--- config.mk ---
export PLATFORM = sky130hd
export DESIGN_NAME = fb_rect_writer_flat
export DESIGN_NICKNAME = d
export VERILOG_FILES = /design/src/rtl/fb_pkg.sv /design/src/rtl/fb_rect_writer_if.sv /design/src/rtl/fb_addr_gen.sv /design/src/rtl/fb_rect_writer.sv /design/src/flat_wrapper.sv
export SDC_FILE = /design/constraint.sdc
export NUM_CORES = 1
export LEC_CHECK = 0
export CAP_MARGIN = 20
export CORE_ASPECT_RATIO = 2
export CORE_MARGIN = 5
export CORE_UTILIZATION = 24
export DETAILED_ROUTE_END_ITERATION = 16
export PLACE_DENSITY = 0.39
export SLEW_MARGIN = 20
export SYNTH_ARGS = -nofsm -noshare
export SYNTH_HDL_FRONTEND = slang
export SYNTH_HIERARCHICAL = 1
export SYNTH_SLANG_ARGS = --single-unit
--- constraint.sdc ---
create_clock -name clk -period 3.85 [get_ports clk]
set_input_delay 0.9625 -clock clk [delete_from_list [all_inputs] [get_ports clk]]
set_output_delay 0.9625 -clock clk [all_outputs]
set_load 0.02 [all_outputs]
--- src/rtl/fb_pkg.sv ---
// Shared types and constants for the rectangle-fill framebuffer writer.
// The 160x120 framebuffer is stored column-major: addr = x*VH + y.
package fb_pkg;

  localparam int VW = 160;
  localparam int VH = 120;
  localparam int AW = 15;
  localparam int CW = 24;

  localparam logic [CW-1:0] BLACK = 24'h000000;
  localparam logic [CW-1:0] WHITE = 24'hFFFFFF;

  typedef enum logic [7:0] {
    IDLE  = 8'h00,
    SETUP = 8'h01,
    DRAW  = 8'h02,
    FIN   = 8'h03,
    ERROR = 8'hFF
  } state_t;

  // x*120 + y as shift-and-subtract. The worst case is x=255, y=127, which gives
  // 30727 and still fits AW bits, so nothing overflows.
  function automatic logic [AW-1:0] col_base_of(input logic [7:0] x, input logic [6:0] y);
    logic [AW-1:0] xw;
    xw = AW'(x);
    return (xw << 7) - (xw << 3) + AW'(y);
  endfunction

endpackage

--- src/rtl/fb_rect_writer_if.sv ---
// Command handshake and framebuffer write port for fb_rect_writer.
// The master side is the command source and the framebuffer; the slave side is the writer.
interface fb_rect_writer_if;
  import fb_pkg::*;

  logic          cmd_valid;
  logic          cmd_ready;
  logic [7:0]    cmd_x;
  logic [6:0]    cmd_y;
  logic [7:0]    cmd_w;
  logic [6:0]    cmd_h;
  logic [CW-1:0] cmd_color;

  logic          fb_ready;
  logic [AW-1:0] external_address;
  logic [CW-1:0] external_data;
  logic          external_start;

  modport master (
    output cmd_valid, cmd_x, cmd_y, cmd_w, cmd_h, cmd_color, fb_ready,
    input  cmd_ready, external_address, external_data, external_start
  );

  modport slave (
    input  cmd_valid, cmd_x, cmd_y, cmd_w, cmd_h, cmd_color, fb_ready,
    output cmd_ready, external_address, external_data, external_start
  );

endinterface

--- src/rtl/fb_addr_gen.sv ---
// Column/row walker for one rectangle. It advances one pixel per unstalled step,
// going down a column first and then rebasing to the next column by +VH.
module fb_addr_gen
  import fb_pkg::*;
(
    input  logic          clk,
    input  logic          rst,
    input  logic          load,
    input  logic          step,
    input  logic          stall,
    input  logic [AW-1:0] base_init,
    input  logic [7:0]    w_eff,
    input  logic [6:0]    h_eff,
    output logic [AW-1:0] addr,
    output logic          last
);

    logic [7:0]    col;
    logic [6:0]    row;
    logic [AW-1:0] col_base;
    logic [7:0]    w_q;
    logic [6:0]    h_q;
    logic          row_end;
    logic          col_end;
    logic          advance;

    assign row_end = (row == h_q - 7'd1);
    assign col_end = (col == w_q - 8'd1);
    assign last    = row_end && col_end;
    assign advance = step && !stall && !last;
    assign addr    = col_base + AW'(row);

    // NOTE: sequential state uses non-blocking assignments so that every register samples pre-edge values.
    always_ff @(posedge clk or negedge rst) begin
        if (!rst) begin
            col      <= '0;
            row      <= '0;
            col_base <= '0;
            w_q      <= '0;
            h_q      <= '0;
        end else if (load) begin
            col      <= '0;
            row      <= '0;
            col_base <= base_init;
            w_q      <= w_eff;
            h_q      <= h_eff;
        end else if (advance) begin
            if (row_end) begin
                row      <= '0;
                col      <= col + 8'd1;
                col_base <= col_base + AW'(VH);
            end else begin
                row <= row + 7'd1;
            end
        end
    end

endmodule

--- src/rtl/fb_rect_writer.sv ---
// Rectangle-fill engine that turns each command into one framebuffer write per ready cycle.
// Define FB_RECT_CLIP_EN to clip out-of-range rectangles; without it they are rejected and err pulses.
module fb_rect_writer
  import fb_pkg::*;
(
    input  logic               clk,
    input  logic               rst,
    fb_rect_writer_if.slave    bus,
    output logic               busy,
    output logic               done,
    output logic               err
);

    state_t        state, state_nxt;
    logic [7:0]    x_q, w_q;
    logic [6:0]    y_q, h_q;
    logic [CW-1:0] color_q;
    logic          err_q;

    logic          cmd_ready_q;
    logic          start_q;
    logic [AW-1:0] addr_q;
    logic [CW-1:0] data_q;

    logic          accept;
    logic [7:0]    w_room, w_eff;
    logic [6:0]    h_room, h_eff;
    logic          skip_err;
    logic          gen_load;
    logic [AW-1:0] gen_addr;
    logic          gen_last;

    assign accept               = bus.cmd_valid && cmd_ready_q;
    assign bus.cmd_ready        = cmd_ready_q;
    assign bus.external_start   = start_q;
    assign bus.external_address = addr_q;
    assign bus.external_data    = data_q;

    // The clip limits are taken from the latched command, so the SETUP cycle does all of the clipping.
    always_comb begin
        w_room = 8'd0;
        h_room = 7'd0;
        if ({1'b0, x_q} < 9'(VW)) w_room = 8'(9'(VW) - {1'b0, x_q});
        if ({1'b0, y_q} < 8'(VH)) h_room = 7'(8'(VH) - {1'b0, y_q});
        w_eff = (w_q < w_room) ? w_q : w_room;
        h_eff = (h_q < h_room) ? h_q : h_room;
    end

`ifdef FB_RECT_CLIP_EN
    assign skip_err = 1'b0;
`else
    assign skip_err = ({1'b0, x_q} >= 9'(VW)) || ({1'b0, y_q} >= 8'(VH)) ||
                      ({1'b0, x_q} + {1'b0, w_q} > 9'(VW)) ||
                      ({1'b0, y_q} + {1'b0, h_q} > 8'(VH));
`endif

    fb_addr_gen u_addr_gen (
        .clk       (clk),
        .rst       (rst),
        .load      (gen_load),
        .step      (state == DRAW),
        .stall     (!bus.fb_ready),
        .base_init (col_base_of(x_q, y_q)),
        .w_eff     (w_eff),
        .h_eff     (h_eff),
        .addr      (gen_addr),
        .last      (gen_last)
    );

    // NOTE: every always_comb output gets a default first so that no path can infer a latch.
    always_comb begin
        state_nxt = state;
        gen_load  = 1'b0;
        unique case (state)
            IDLE:  if (accept) state_nxt = SETUP;
            SETUP: begin
                gen_load  = 1'b1;
                state_nxt = (skip_err || w_eff == 8'd0 || h_eff == 7'd0) ? FIN : DRAW;
            end
            DRAW:  if (bus.fb_ready && gen_last) state_nxt = FIN;
            FIN:   state_nxt = accept ? SETUP : IDLE;
            default: state_nxt = IDLE;
        endcase
    end

    always_ff @(posedge clk or negedge rst) begin
        if (!rst) begin
            state       <= IDLE;
            x_q         <= '0;
            y_q         <= '0;
            w_q         <= '0;
            h_q         <= '0;
            color_q     <= BLACK;
            err_q       <= 1'b0;
            cmd_ready_q <= 1'b1;
            start_q     <= 1'b0;
            addr_q      <= '0;
            data_q      <= BLACK;
            busy        <= 1'b0;
            done        <= 1'b0;
            err         <= 1'b0;
        end else begin
            state       <= state_nxt;
            start_q     <= 1'b0;
            done        <= 1'b0;
            err         <= 1'b0;
            busy        <= (state_nxt == SETUP) || (state_nxt == DRAW);
            cmd_ready_q <= (state_nxt == IDLE) || (state_nxt == FIN);
            if (accept) begin
                x_q     <= bus.cmd_x;
                y_q     <= bus.cmd_y;
                w_q     <= bus.cmd_w;
                h_q     <= bus.cmd_h;
                color_q <= bus.cmd_color;
            end
            if (state == SETUP) err_q <= skip_err;
            // When a write stalls, only the strobe drops; the address and data keep their last values.
            if (state == DRAW && bus.fb_ready) begin
                start_q <= 1'b1;
                addr_q  <= gen_addr;
                data_q  <= color_q;
            end
            if (state == FIN) begin
                done <= 1'b1;
                err  <= err_q;
            end
        end
    end

endmodule

--- src/flat_wrapper.sv ---
// flat-port wrapper written by rule: the top's interface ports become plain ports
module fb_rect_writer_flat import fb_pkg::*;
  (clk, rst, busy, done, err, bus_cmd_valid, bus_cmd_x, bus_cmd_y, bus_cmd_w, bus_cmd_h, bus_cmd_color, bus_fb_ready, bus_cmd_ready, bus_external_address, bus_external_data, bus_external_start);
  fb_rect_writer_if bus_i ();
  input  logic clk;
  input  logic rst;
  output logic busy;
  output logic done;
  output logic err;
  input wire logic [$bits(bus_i.cmd_valid)-1:0] bus_cmd_valid;
  input wire logic [$bits(bus_i.cmd_x)-1:0] bus_cmd_x;
  input wire logic [$bits(bus_i.cmd_y)-1:0] bus_cmd_y;
  input wire logic [$bits(bus_i.cmd_w)-1:0] bus_cmd_w;
  input wire logic [$bits(bus_i.cmd_h)-1:0] bus_cmd_h;
  input wire logic [$bits(bus_i.cmd_color)-1:0] bus_cmd_color;
  input wire logic [$bits(bus_i.fb_ready)-1:0] bus_fb_ready;
  output wire logic [$bits(bus_i.cmd_ready)-1:0] bus_cmd_ready;
  output wire logic [$bits(bus_i.external_address)-1:0] bus_external_address;
  output wire logic [$bits(bus_i.external_data)-1:0] bus_external_data;
  output wire logic [$bits(bus_i.external_start)-1:0] bus_external_start;
  assign bus_i.cmd_valid = bus_cmd_valid;
  assign bus_i.cmd_x = bus_cmd_x;
  assign bus_i.cmd_y = bus_cmd_y;
  assign bus_i.cmd_w = bus_cmd_w;
  assign bus_i.cmd_h = bus_cmd_h;
  assign bus_i.cmd_color = bus_cmd_color;
  assign bus_i.fb_ready = bus_fb_ready;
  assign bus_cmd_ready = bus_i.cmd_ready;
  assign bus_external_address = bus_i.external_address;
  assign bus_external_data = bus_i.external_data;
  assign bus_external_start = bus_i.external_start;
  fb_rect_writer u_core (.clk(clk), .rst(rst), .bus(bus_i), .busy(busy), .done(done), .err(err));
endmodule
==> summary.md, run 1 <==
| Metric | Value |
|---|---|
| Min cycle time layout | `3410 ps` |
| Hold Path Class | `flop to flop` |
| Initial antenna violation count | `1` |
| CP delay by family, top | `compound AO/OA/AOI/OAI gates` |
| Fill cells | `between 3,000 and 4,000` |
| WL final | `26.0 mm` |
| Crit-path cells | `inv_1 > ha_1 > or4b_1 > a211oi_1 > a31oi_2 > ha_1 > a211oi_1 > o21ai_0 > o22ai_4 > nand3_1 > o2111ai_1 > a21oi_2 > o311a_1` |
| # resized after CTS | `0` |
| Residual DRC | `0` |
| Sequential-to-total area share from yosys stat | `0.429` |
| Final hold slack | `around 460 ps` |
| EDFF count, synth | `0` |
| Max Slew Vio Count | `0` |
| CP endpoint kind | `flop` |
| Total power | `about 0.0041 W` |
| Reg2Reg Depth | `13` |
| Std-Cell Core Area | `36,500 um^2` |
| Effective utilization at floorplan | `0.243` |
| Netlist cell types | `73` |
| Synthesized instance count | `between 900 and 1,000` |
| Gr usage total | `0.129` |
| Clk sinks | `approximately 150` |
| CP peak stage delay | `about 530 ps` |
| Largest net degree at the start of global routing | `between 70 and 80` |
| CTS Buf Count | `17` |
| Max-slew headroom | `0.469` |
| Clock slew at reported path FFs | `70 ps` |
| Drt via density | `about 4.7` |
| Arrival @ worst endpoint | `roughly 3700 ps` |
| Root Buffer Master | `clkbuf_16` |
| Asr flop ratio synth | `1.00` |
| Final Cycle Share | `0.887` |
| Hold-fix buffers, CTS | `0` |
| Via total after detailed routing | `between 6,000 and 7,000` |
| Commonest non-fill, non-tap cell in the layout | `nand2_1` |
| Startpoint types | `flop` |
| TritonCTS clock tree | `yes` |
| H-tree depth | `4` |
| Reg2reg setup slack | `between 400 and 500 ps` |
| Most frequent cells in the layout | `172 x nand2_1, 151 x dfrtp_1, 100 x clkdlybuf4s50_1` |
| Worst vdd ir | `around 0.31 mV` |
| TNS Setup | `0 ps` |
| Routed len/inst | `roughly 17 um` |
| Worst Path Buf+Inv | `1` |
| Hold Path Cell Cnt | `2` |
| Setup Buffers After CTS | `0` |
| PwrDens | `~370 nW/um^2` |
| GP Congestion | `just over 0.8` |
| Grt ovf | `0` |
| Drt first-iter violations | `approximately 230` |
| Vias in the first global route | `approximately 7,500` |
| First-pass GRT wire length | `around 42 mm` |
| FMAX | `293 MHz` |
| Die Y-Extent | `roughly 280 um` |
| Top_reg_cell synth | `dfrtp_1` |
| Max-capacitance violation count | `0` |
| Least-Margin Pin Slew | `797 ps` |
| Synth Register Bits | `152` |
| Clk buf depth | `2` |
| CP Class | `flop to flop` |
| FP Rows | `between 90 and 100` |
| Cell Count, Final, Fillers Out | `between 1,000 and 1,500` |
| Die X-Extent | `between 100 and 150 um` |
| Critical Path RT | `4180 ps` |
| Leak pwr | `between 4 and 5 nW` |
| Layout cells sized above 1 | `0.145` |
| Ys Warns | `6` |
| Nets | `1,136` |
| Final ANT Viol Nets | `0` |
| I/O pin count | `around 100` |
| WP depth | `13` |
| HPWL Detailed | `roughly 20 mm` |
| Placed insts | `between 1,000 and 1,500` |
| Final Hold Vio Count | `0` |
| PortBufs | `between 100 and 150` |
| Netlist Area Pre-Place | `8880 um^2` |
| RSZ-0062 raised after global routing | `false` |
| Setup violators final | `0` |
| Multiplexer area fraction after synthesis | `0.0966` |
| Layout area overhead | `24.6%` |
| Post-synthesis compound-gate area fraction | `0.137` |
| Status | `finished clean` |
| Syn_area_per_cell | `~9.7 um^2` |
| TritonRoute pass-1 iters | `4` |
| Largest family of logic cells by synthesized area | `simple AND/OR/NAND/NOR gates` |
| Crit-path slowest cell | `or4b_1` |
| Die Footprint | `41,200 um^2` |
| Max Fanout on Critical Path | `7` |
| Synth Area in XOR/XNOR | `0.0484` |
| Clk Latency, worst-skew pair | `about 440 ps` |
| Final Skew | `around 10 ps` |
| Synth Area in Simple Gates | `0.180` |
| Area share of fa/ha/maj cells after synthesis | `0.0772` |
## state kept, by name, indices dropped and copies added (netlist names)
signal	cells
u_core/bus.cmd_ready	1
u_core/bus.external_address	15
u_core/bus.external_data	24
u_core/bus.external_start	1
u_core/busy	1
u_core/color_q	24
u_core/done	1
u_core/err	1
u_core/err_q	1
u_core/h_q	7
u_core/state	8
u_core/u_addr_gen/col	8
u_core/u_addr_gen/col_base	15
u_core/u_addr_gen/h_q	7
u_core/u_addr_gen/row	7
u_core/u_addr_gen/w_q	8
u_core/w_q	8
u_core/x_q	8
u_core/y_q	7
## worst register-to-register path: cells and delay by family, from the launching register on
family          cells  cell delay (ps)
fa+ha+maj           2              440
compound gates      8             1630
simple gates        2              620
flops               1              480
buf+inv             1              130
## cells in the mapped netlist, types with 13 or more instances
master	count	area (um^2)
nor2_1	52	195
nand3_1	17	85.1
o21ai_0	40	200
nand2_1	174	653
dfrtp_1	151	3780
xnor2_1	34	298
clkbuf_1	24	90.1
nor2b_1	13	81.3
xor2_1	15	131
nor3_1	24	120
a21oi_1	20	100
mux2_2	69	777
ha_1	50	626
inv_1	37	139
## cell families (layout without fill, tap and decap cells)
kind of cell / after synthesis / after routing
other: 1 / 7
buffers and inverters: 70 / 190
adder cells (fa/ha/maj): 53 / 53
XOR/XNOR: 49 / 49
AND/OR/NAND/NOR: 346 / 346
flip-flops: 152 / 152
AO/OA/AOI/OAI: 165 / 165
multiplexers: 77 / 77
## power by group
group          internal, W  leakage, nW  switching (W)
combinational     0.000359         2.66       0.000418
sequential         0.00166         1.91      0.0000891
clock             0.000865        0.256       0.000748
## layer usage
metal / GRT usage / routed length (um) / vias up
met5: 0 / 0 / -
met3: 0.0206 / 619 / 38
met2: 0.253 / 14700 / 108
met1: 0.135 / 9880 / 3402
li1: - / - / 3445
met4: 0.0580 / 804 / 0
## worst paths after layout
check | from | to
max reg2reg | u_core/x_q[1] | u_core/busy
min reg2reg | u_core/color_q[21] | u_core/bus.external_data[21]
min in group asynchronous | rst | u_core/color_q[1]
min | u_core/color_q[21] | u_core/bus.external_data[21]
max in group asynchronous | rst | u_core/u_addr_gen/row[5]
max | u_core/x_q[1] | u_core/busy
## cell type report
class                      instances  area [um^2]  area share
sequential                       152         3800       0.344
tap                              454          568      0.0513
timing repair buffer             121         1190       0.107
antenna                            1         2.50    0.000226
clock inverter                    12         91.3     0.00826
multi-input combinational        696         4810       0.435
inverter                          37          139      0.0126
clock buffer                      20          457      0.0413
## stage by stage
stage | util | setup slack, ps | instance area [um^2]
global placement | 0.288 | 446 | 10500
global route | 0.303 | 126 | 11100
CTS | 0.303 | 412 | 11100
floorplan | - | 679 | 8890
detailed placement | 0.288 | 425 | 10500
finish | 0.303 | 435 | 11100
No activity file was read; power rests on OpenSTA's default activity.
==> run 2, diff against run 1 <==
--- a/config.mk
+++ b/config.mk
@@ -7,7 +7,7 @@
 export LEC_CHECK = 0
 export CAP_MARGIN = 20
 export CORE_ASPECT_RATIO = 2
-export CORE_MARGIN = 5
+export CORE_MARGIN = 4
 export CORE_UTILIZATION = 24
 export DETAILED_ROUTE_END_ITERATION = 16
 export PLACE_DENSITY = 0.39
==> summary.md, run 2 (synthesized netlist as in run 1, its figures left out) <==
| Metric | Value |
|---|---|
| Status | `finished clean (unchanged)` |
| Crit-path cells | `inv_1 > ha_1 > or4b_1 > a211oi_1 > a31oi_2 > ha_1 > a211oi_1 > o21ai_0 > o22ai_4 > nand3_1 > o2111ai_1 > a21oi_2 > o311a_1 (unchanged)` |
| WL final | `26.1 mm (was 26.0 mm)` |
| Crit-path slowest cell | `or4b_1 (unchanged)` |
| PortBufs | `101 (unchanged)` |
| Layout area overhead | `24.9% (was 24.6%)` |
| Effective utilization at floorplan | `0.243 (unchanged)` |
| Max-slew headroom | `0.510 (was 0.469)` |
| Least-Margin Pin Slew | `730 ps (was 797 ps)` |
| Clk Latency, worst-skew pair | `450 ps (was 440 ps)` |
| Reg-to-Reg End | `u_core/busy (unchanged)` |
| Most frequent cells in the layout | `172 x nand2_1, 151 x dfrtp_1, 100 x clkdlybuf4s50_1 (unchanged)` |
| Gr usage total | `0.135 (was 0.129)` |
| Arrival @ worst endpoint | `3730 ps (was 3740 ps)` |
| Final instance area | `11,100 um^2 (about the same)` |
| CP endpoint kind | `flop (unchanged)` |
| First-pass GRT wire length | `41.7 mm (was 41.8 mm)` |
| Critical Path RT | `4180 ps (about the same)` |
| Drt via density | `4.69 (was 4.68)` |
| I/O pin count | `102 (unchanged)` |
| Final ANT Viol Nets | `0 (unchanged)` |
| TritonRoute pass-1 iters | `4 (unchanged)` |
| Via total after detailed routing | `6,995 (was 6,993)` |
| Final Cycle Share | `0.883 (was 0.887)` |
| CP Class | `flop to flop (unchanged)` |
| Residual DRC | `0 (unchanged)` |
| Cell Count, Final, Fillers Out | `1,491 (was 1,493)` |
| Commonest non-fill, non-tap cell in the layout | `nand2_1 (unchanged)` |
| Reg2Reg Depth | `13 (unchanged)` |
| Layout cells sized above 1 | `0.146 (was 0.145)` |
| Reg2reg setup slack | `450 ps (was 440 ps)` |
| Clk sinks | `152 (unchanged)` |
| Largest net degree at the start of global routing | `64 (was 78)` |
| Setup violators final | `0 (unchanged)` |
| Std-Cell Core Area | `36,500 um^2 (unchanged)` |
| Antenna Cells | `0 (was 1)` |
| H-tree depth | `4 (unchanged)` |
| Vias in the first global route | `7,519 (was 7,528)` |
| Drt first-iter violations | `312 (was 232)` |
| Clk buf depth | `2 (unchanged)` |
| Max Slew Vio Count | `0 (unchanged)` |
| HPWL Detailed | `19.9 mm (was 19.6 mm)` |
| Clock slew at reported path FFs | `70 ps (about the same)` |
| CTS Buf Count | `17 (unchanged)` |
| Routed len/inst | `17.5 um (was 17.4 um)` |
| Die Y-Extent | `280 um (was 282 um)` |
| CP peak stage delay | `540 ps (was 530 ps)` |
| FP Rows | `99 (unchanged)` |
| TNS Setup | `0 ps (unchanged)` |
| Final core utilization | `0.303 (about the same)` |
| Root Buffer Master | `clkbuf_16 (unchanged)` |
| PwrDens | `379 nW/um^2 (was 374 nW/um^2)` |
| # resized after CTS | `0 (unchanged)` |
| Hold Path Class | `primary input to async pin (was flop to flop)` |
| Setup Buffers After CTS | `0 (unchanged)` |
| Die Footprint | `40,300 um^2 (was 41,200 um^2)` |
| Min cycle time layout | `3400 ps (was 3410 ps)` |
| Final Hold Vio Count | `0 (unchanged)` |
| Startpoint types | `flop (unchanged)` |
| Placed insts | `1,459 (was 1,460)` |
| FMAX | `294 MHz (was 293 MHz)` |
| Die X-Extent | `144 um (was 146 um)` |
| Max Fanout on Critical Path | `7 (unchanged)` |
| TritonCTS clock tree | `yes (unchanged)` |
| Final Skew | `9.37 ps (was 10.5 ps)` |
| Grt ovf | `0 (unchanged)` |
| Max-capacitance violation count | `0 (unchanged)` |
| RSZ-0062 raised after global routing | `false (unchanged)` |
| Worst r2r src | `u_core/x_q[1] (unchanged)` |
| GP Congestion | `0.869 (was 0.828)` |
| Worst vdd ir | `0.309 mV (was 0.306 mV)` |
| Hold-fix buffers, CTS | `0 (unchanged)` |
| Placement Cell Area | `10,500 um^2 (about the same)` |
| Nets | `1,135 (was 1,136)` |
| Initial antenna violation count | `0 (was 1)` |
| Leak pwr | `4.84 nW (was 4.83 nW)` |
run 2: changes by cell type in the layout (fill, tap and decap cells not counted), sizes merged:
cell	delta
diode	-1
clkbuf	-2
bufinv	+1
inv	+1
buf	-1
clkinvlp	-3
clkinv	+3
run 2: layout make-up:
cell class | count | area (um^2)
clock buffer | 18 | 439
tap | 454 | 568
fill | 3808 | 25500
timing repair buffer | 120 | 1180
sequential | 152 | 3800
clock inverter | 14 | 140
inverter | 37 | 139
multi-input combinational | 696 | 4810
run 2: worst max-delay path, delay by kind of cell, from the launching register on:
family	cells	cell delay, ps
AO/OA/AOI/OAI	8	1620
flip-flops	1	480
adder cells (fa/ha/maj)	2	420
buffers and inverters	1	130
AND/OR/NAND/NOR	2	630
run 2: worst max path at each step:
| stage | depth (start not counted) | slack (ps) | from | to |
|---|---|---|---|---|
| 5_1_grt | 13 | 200 | u_core/x_q[1] | u_core/bus.cmd_ready |
| 4_1_cts | 12 | 440 | u_core/x_q[1] | u_core/busy |
| 3_5_place_dp | 12 | 460 | u_core/x_q[1] | u_core/busy |
| 2_1_floorplan | 10 | 680 | u_core/x_q[2] | u_core/u_addr_gen/w_q[2] |
| 6_report | 13 | 450 | u_core/x_q[1] | u_core/busy |
| 3_3_place_gp | 9 | 480 | u_core/y_q[0] | u_core/busy |
run 2: layer usage:
layer | vias to the layer above | global-route usage | part of all wire
met2 | 139 | 0.253 | 0.56
met3 | 40 | 0.0269 | 0.030
li1 | 3447 | - | -
met1 | 3369 | 0.140 | 0.37
met5 | - | 0 | 0
met4 | 0 | 0.0674 | 0.042
run 2: where the power goes:
group	internal (W)	switching, W
Sequential	0.00166	0.0000895
Combinational	0.000358	0.000411
Clock	0.000922	0.000761
Total	0.00294	0.00126
run 2: metrics by stage:
stage / hold WS (ps) / setup WS [ps] / total power, W
3_5_place_dp: 452 / 463 / 0.00256
6_report: 460 / 451 / 0.00420
4_1_cts: 463 / 444 / 0.00431
5_1_grt: 486 / 200 / 0.00445
3_3_place_gp: 444 / 476 / 0.00256
2_1_floorplan: 433 / 679 / 0.00227
==> run 3, diff against run 2 <==
--- a/config.mk
+++ b/config.mk
@@ -11,6 +11,7 @@
 export CORE_UTILIZATION = 24
 export DETAILED_ROUTE_END_ITERATION = 16
 export PLACE_DENSITY = 0.39
+export RECOVER_POWER = 25
 export SLEW_MARGIN = 20
 export SYNTH_ARGS = -nofsm -noshare
 export SYNTH_HDL_FRONTEND = slang
==> summary.md, run 3 (synthesized netlist as in run 1, its figures left out) <==
| Metric | Value |
|---|---|
| Status | `finished, violations left (was finished clean)` |
| Failing checks | `max-capacitance violations, max-slew violations` |
| Fill cells | `3,809 (was 3,808)` |
| Max Fanout on Critical Path | `7 (unchanged)` |
| TNS Setup | `0 ps (unchanged)` |
| Via total after detailed routing | `6,979 (was 6,995)` |
| PortBufs | `101 (unchanged)` |
| Routed len/inst | `17.5 um (about the same)` |
| FP Rows | `99 (unchanged)` |
| Max Slew Vio Count | `53 (was 0)` |
| # resized after CTS | `0 (unchanged)` |
| Initial antenna violation count | `0 (unchanged)` |
| Clk buf depth | `2 (unchanged)` |
| Final core utilization | `0.303 (about the same)` |
| Die X-Extent | `144 um (unchanged)` |
| CTS Buf Count | `17 (unchanged)` |
| PwrDens | `379 nW/um^2 (about the same)` |
| Most frequent cells in the layout | `172 x nand2_1, 151 x dfrtp_1, 100 x clkdlybuf4s50_1 (unchanged)` |
| Final Hold Vio Count | `0 (unchanged)` |
| Setup Buffers After CTS | `0 (unchanged)` |
| Commonest non-fill, non-tap cell in the layout | `nand2_1 (unchanged)` |
| I/O pin count | `102 (unchanged)` |
| Nets | `1,135 (unchanged)` |
| Die Footprint | `40,300 um^2 (unchanged)` |
| Final instance area | `11,100 um^2 (about the same)` |
| Placement Cell Area | `10,500 um^2 (unchanged)` |
| Grt ovf | `0 (unchanged)` |
| H-tree depth | `4 (unchanged)` |
| Layout cells sized above 1 | `0.145 (was 0.146)` |
| Die Y-Extent | `280 um (unchanged)` |
| Std-Cell Core Area | `36,500 um^2 (unchanged)` |
| TritonCTS clock tree | `yes (unchanged)` |
| FMAX | `294 MHz (about the same)` |
| GP Congestion | `0.869 (unchanged)` |
| Min cycle time layout | `3400 ps (about the same)` |
| TritonRoute pass-1 iters | `4 (unchanged)` |
| Final Cycle Share | `0.882 (was 0.883)` |
| Vias in the first global route | `7,519 (unchanged)` |
| WL final | `26.1 mm (about the same)` |
| Final ANT Viol Nets | `0 (unchanged)` |
| Clk Latency, worst-skew pair | `450 ps (about the same)` |
| Layout area overhead | `24.9% (about the same)` |
| Max-capacitance violation count | `1 (was 0)` |
| CP Class | `flop to flop (unchanged)` |
| Critical Path RT | `4180 ps (about the same)` |
| Arrival @ worst endpoint | `3720 ps (was 3730 ps)` |
| Drt via density | `4.68 (was 4.69)` |
| Hold Path Class | `flop to flop (was primary input to async pin)` |
| Setup violators final | `0 (unchanged)` |
| RSZ-0062 raised after global routing | `false (unchanged)` |
| Effective utilization at floorplan | `0.243 (unchanged)` |
| Startpoint types | `flop (unchanged)` |
| Root Buffer Master | `clkbuf_16 (unchanged)` |
| Final hold slack | `460 ps (about the same)` |
| Largest net degree at the start of global routing | `64 (unchanged)` |
| Drt first-iter violations | `312 (unchanged)` |
| Antenna Cells | `0 (unchanged)` |
| Hold-fix buffers, CTS | `0 (unchanged)` |
| HPWL Detailed | `19.9 mm (unchanged)` |
| Final Skew | `9.62 ps (was 9.37 ps)` |
| Least-Margin Pin Slew | `2530 ps (was 730 ps)` |
| First-pass GRT wire length | `41.7 mm (unchanged)` |
| Clk sinks | `152 (unchanged)` |
| Residual DRC | `0 (unchanged)` |
| Worst vdd ir | `0.309 mV (about the same)` |
| Gr usage total | `0.135 (unchanged)` |
| Leak pwr | `4.84 nW (about the same)` |
| CP endpoint kind | `flop (unchanged)` |
| Clock slew at reported path FFs | `70 ps (about the same)` |
| Max-slew headroom | `-0.683 (was 0.510)` |
[run 3: cell types whose count changed in the layout (fill, tap and decap cells not counted), sizes merged]
cell / change
buf: -1
dlygate4sd2: +1
[run 3: final cells by class]
cell class | count | area, um^2 | area share
multi-input cells | 696 | 4810 | 0.434
flip-flops and latches | 152 | 3800 | 0.343
well taps | 454 | 568 | 0.0513
clock buffers | 18 | 439 | 0.0396
repair buffers | 120 | 1180 | 0.106
inverters | 37 | 139 | 0.0125
clock inverters | 14 | 140 | 0.0126
[run 3: worst paths after layout]
check | cells after the start | slack [ps] | start | endpoint
setup / recovery | 13 | 450 | u_core/x_q[1] | u_core/busy
hold / removal | 2 | 460 | u_core/color_q[19] | u_core/bus.external_data[19]
setup reg to reg | 13 | 450 | u_core/x_q[1] | u_core/busy
hold reg to reg | 2 | 460 | u_core/color_q[19] | u_core/bus.external_data[19]
max in group asynchronous | 2 | 870 | rst | u_core/u_addr_gen/row[2]
min in group asynchronous | 1 | 1440 | rst | u_core/w_q[6]
[run 3: power by group]
group	switching, W	total (W)	internal [W]	leakage [nW]
sequential	0.0000895	0.00175	0.00166	1.91
clock	0.000760	0.00168	0.000922	0.280
combinational	0.000411	0.000769	0.000358	2.65
total	0.00126	0.00420	0.00294	4.84
[run 3: worst max-delay path, cell delays in order (launching register included)]
cell and delay (ps):
dfrtp_1 480, inv_1 130, ha_1 200, or4b_1 540, a211oi_1 310, a31oi_2 90, ha_1 220, a211oi_1 290
o21ai_0 220, o22ai_4 180, nand3_1 90, o2111ai_1 140, a21oi_2 90, o311a_1 300
[run 3: layer usage]
| metal | vias up | part of all wire | GRT usage | wire (um) |
|---|---|---|---|---|
| met4 | 0 | 0.042 | 0.0674 | 1100 |
| met5 | - | 0 | 0 | 0 |
| met2 | 134 | 0.56 | 0.253 | 14600 |
| met3 | 40 | 0.030 | 0.0269 | 791 |
| li1 | 3446 | - | - | - |
| met1 | 3359 | 0.37 | 0.140 | 9650 |
[run 3: per-stage QoR]
step                      setup WS, ps  cells  power [W]
after floorplan                    679    918    0.00227
after global placement             476   1459    0.00256
after detailed placement           463   1459    0.00256
after CTS                          444   1491    0.00431
after global routing               200   1491    0.00445
final                              453   1491    0.00420
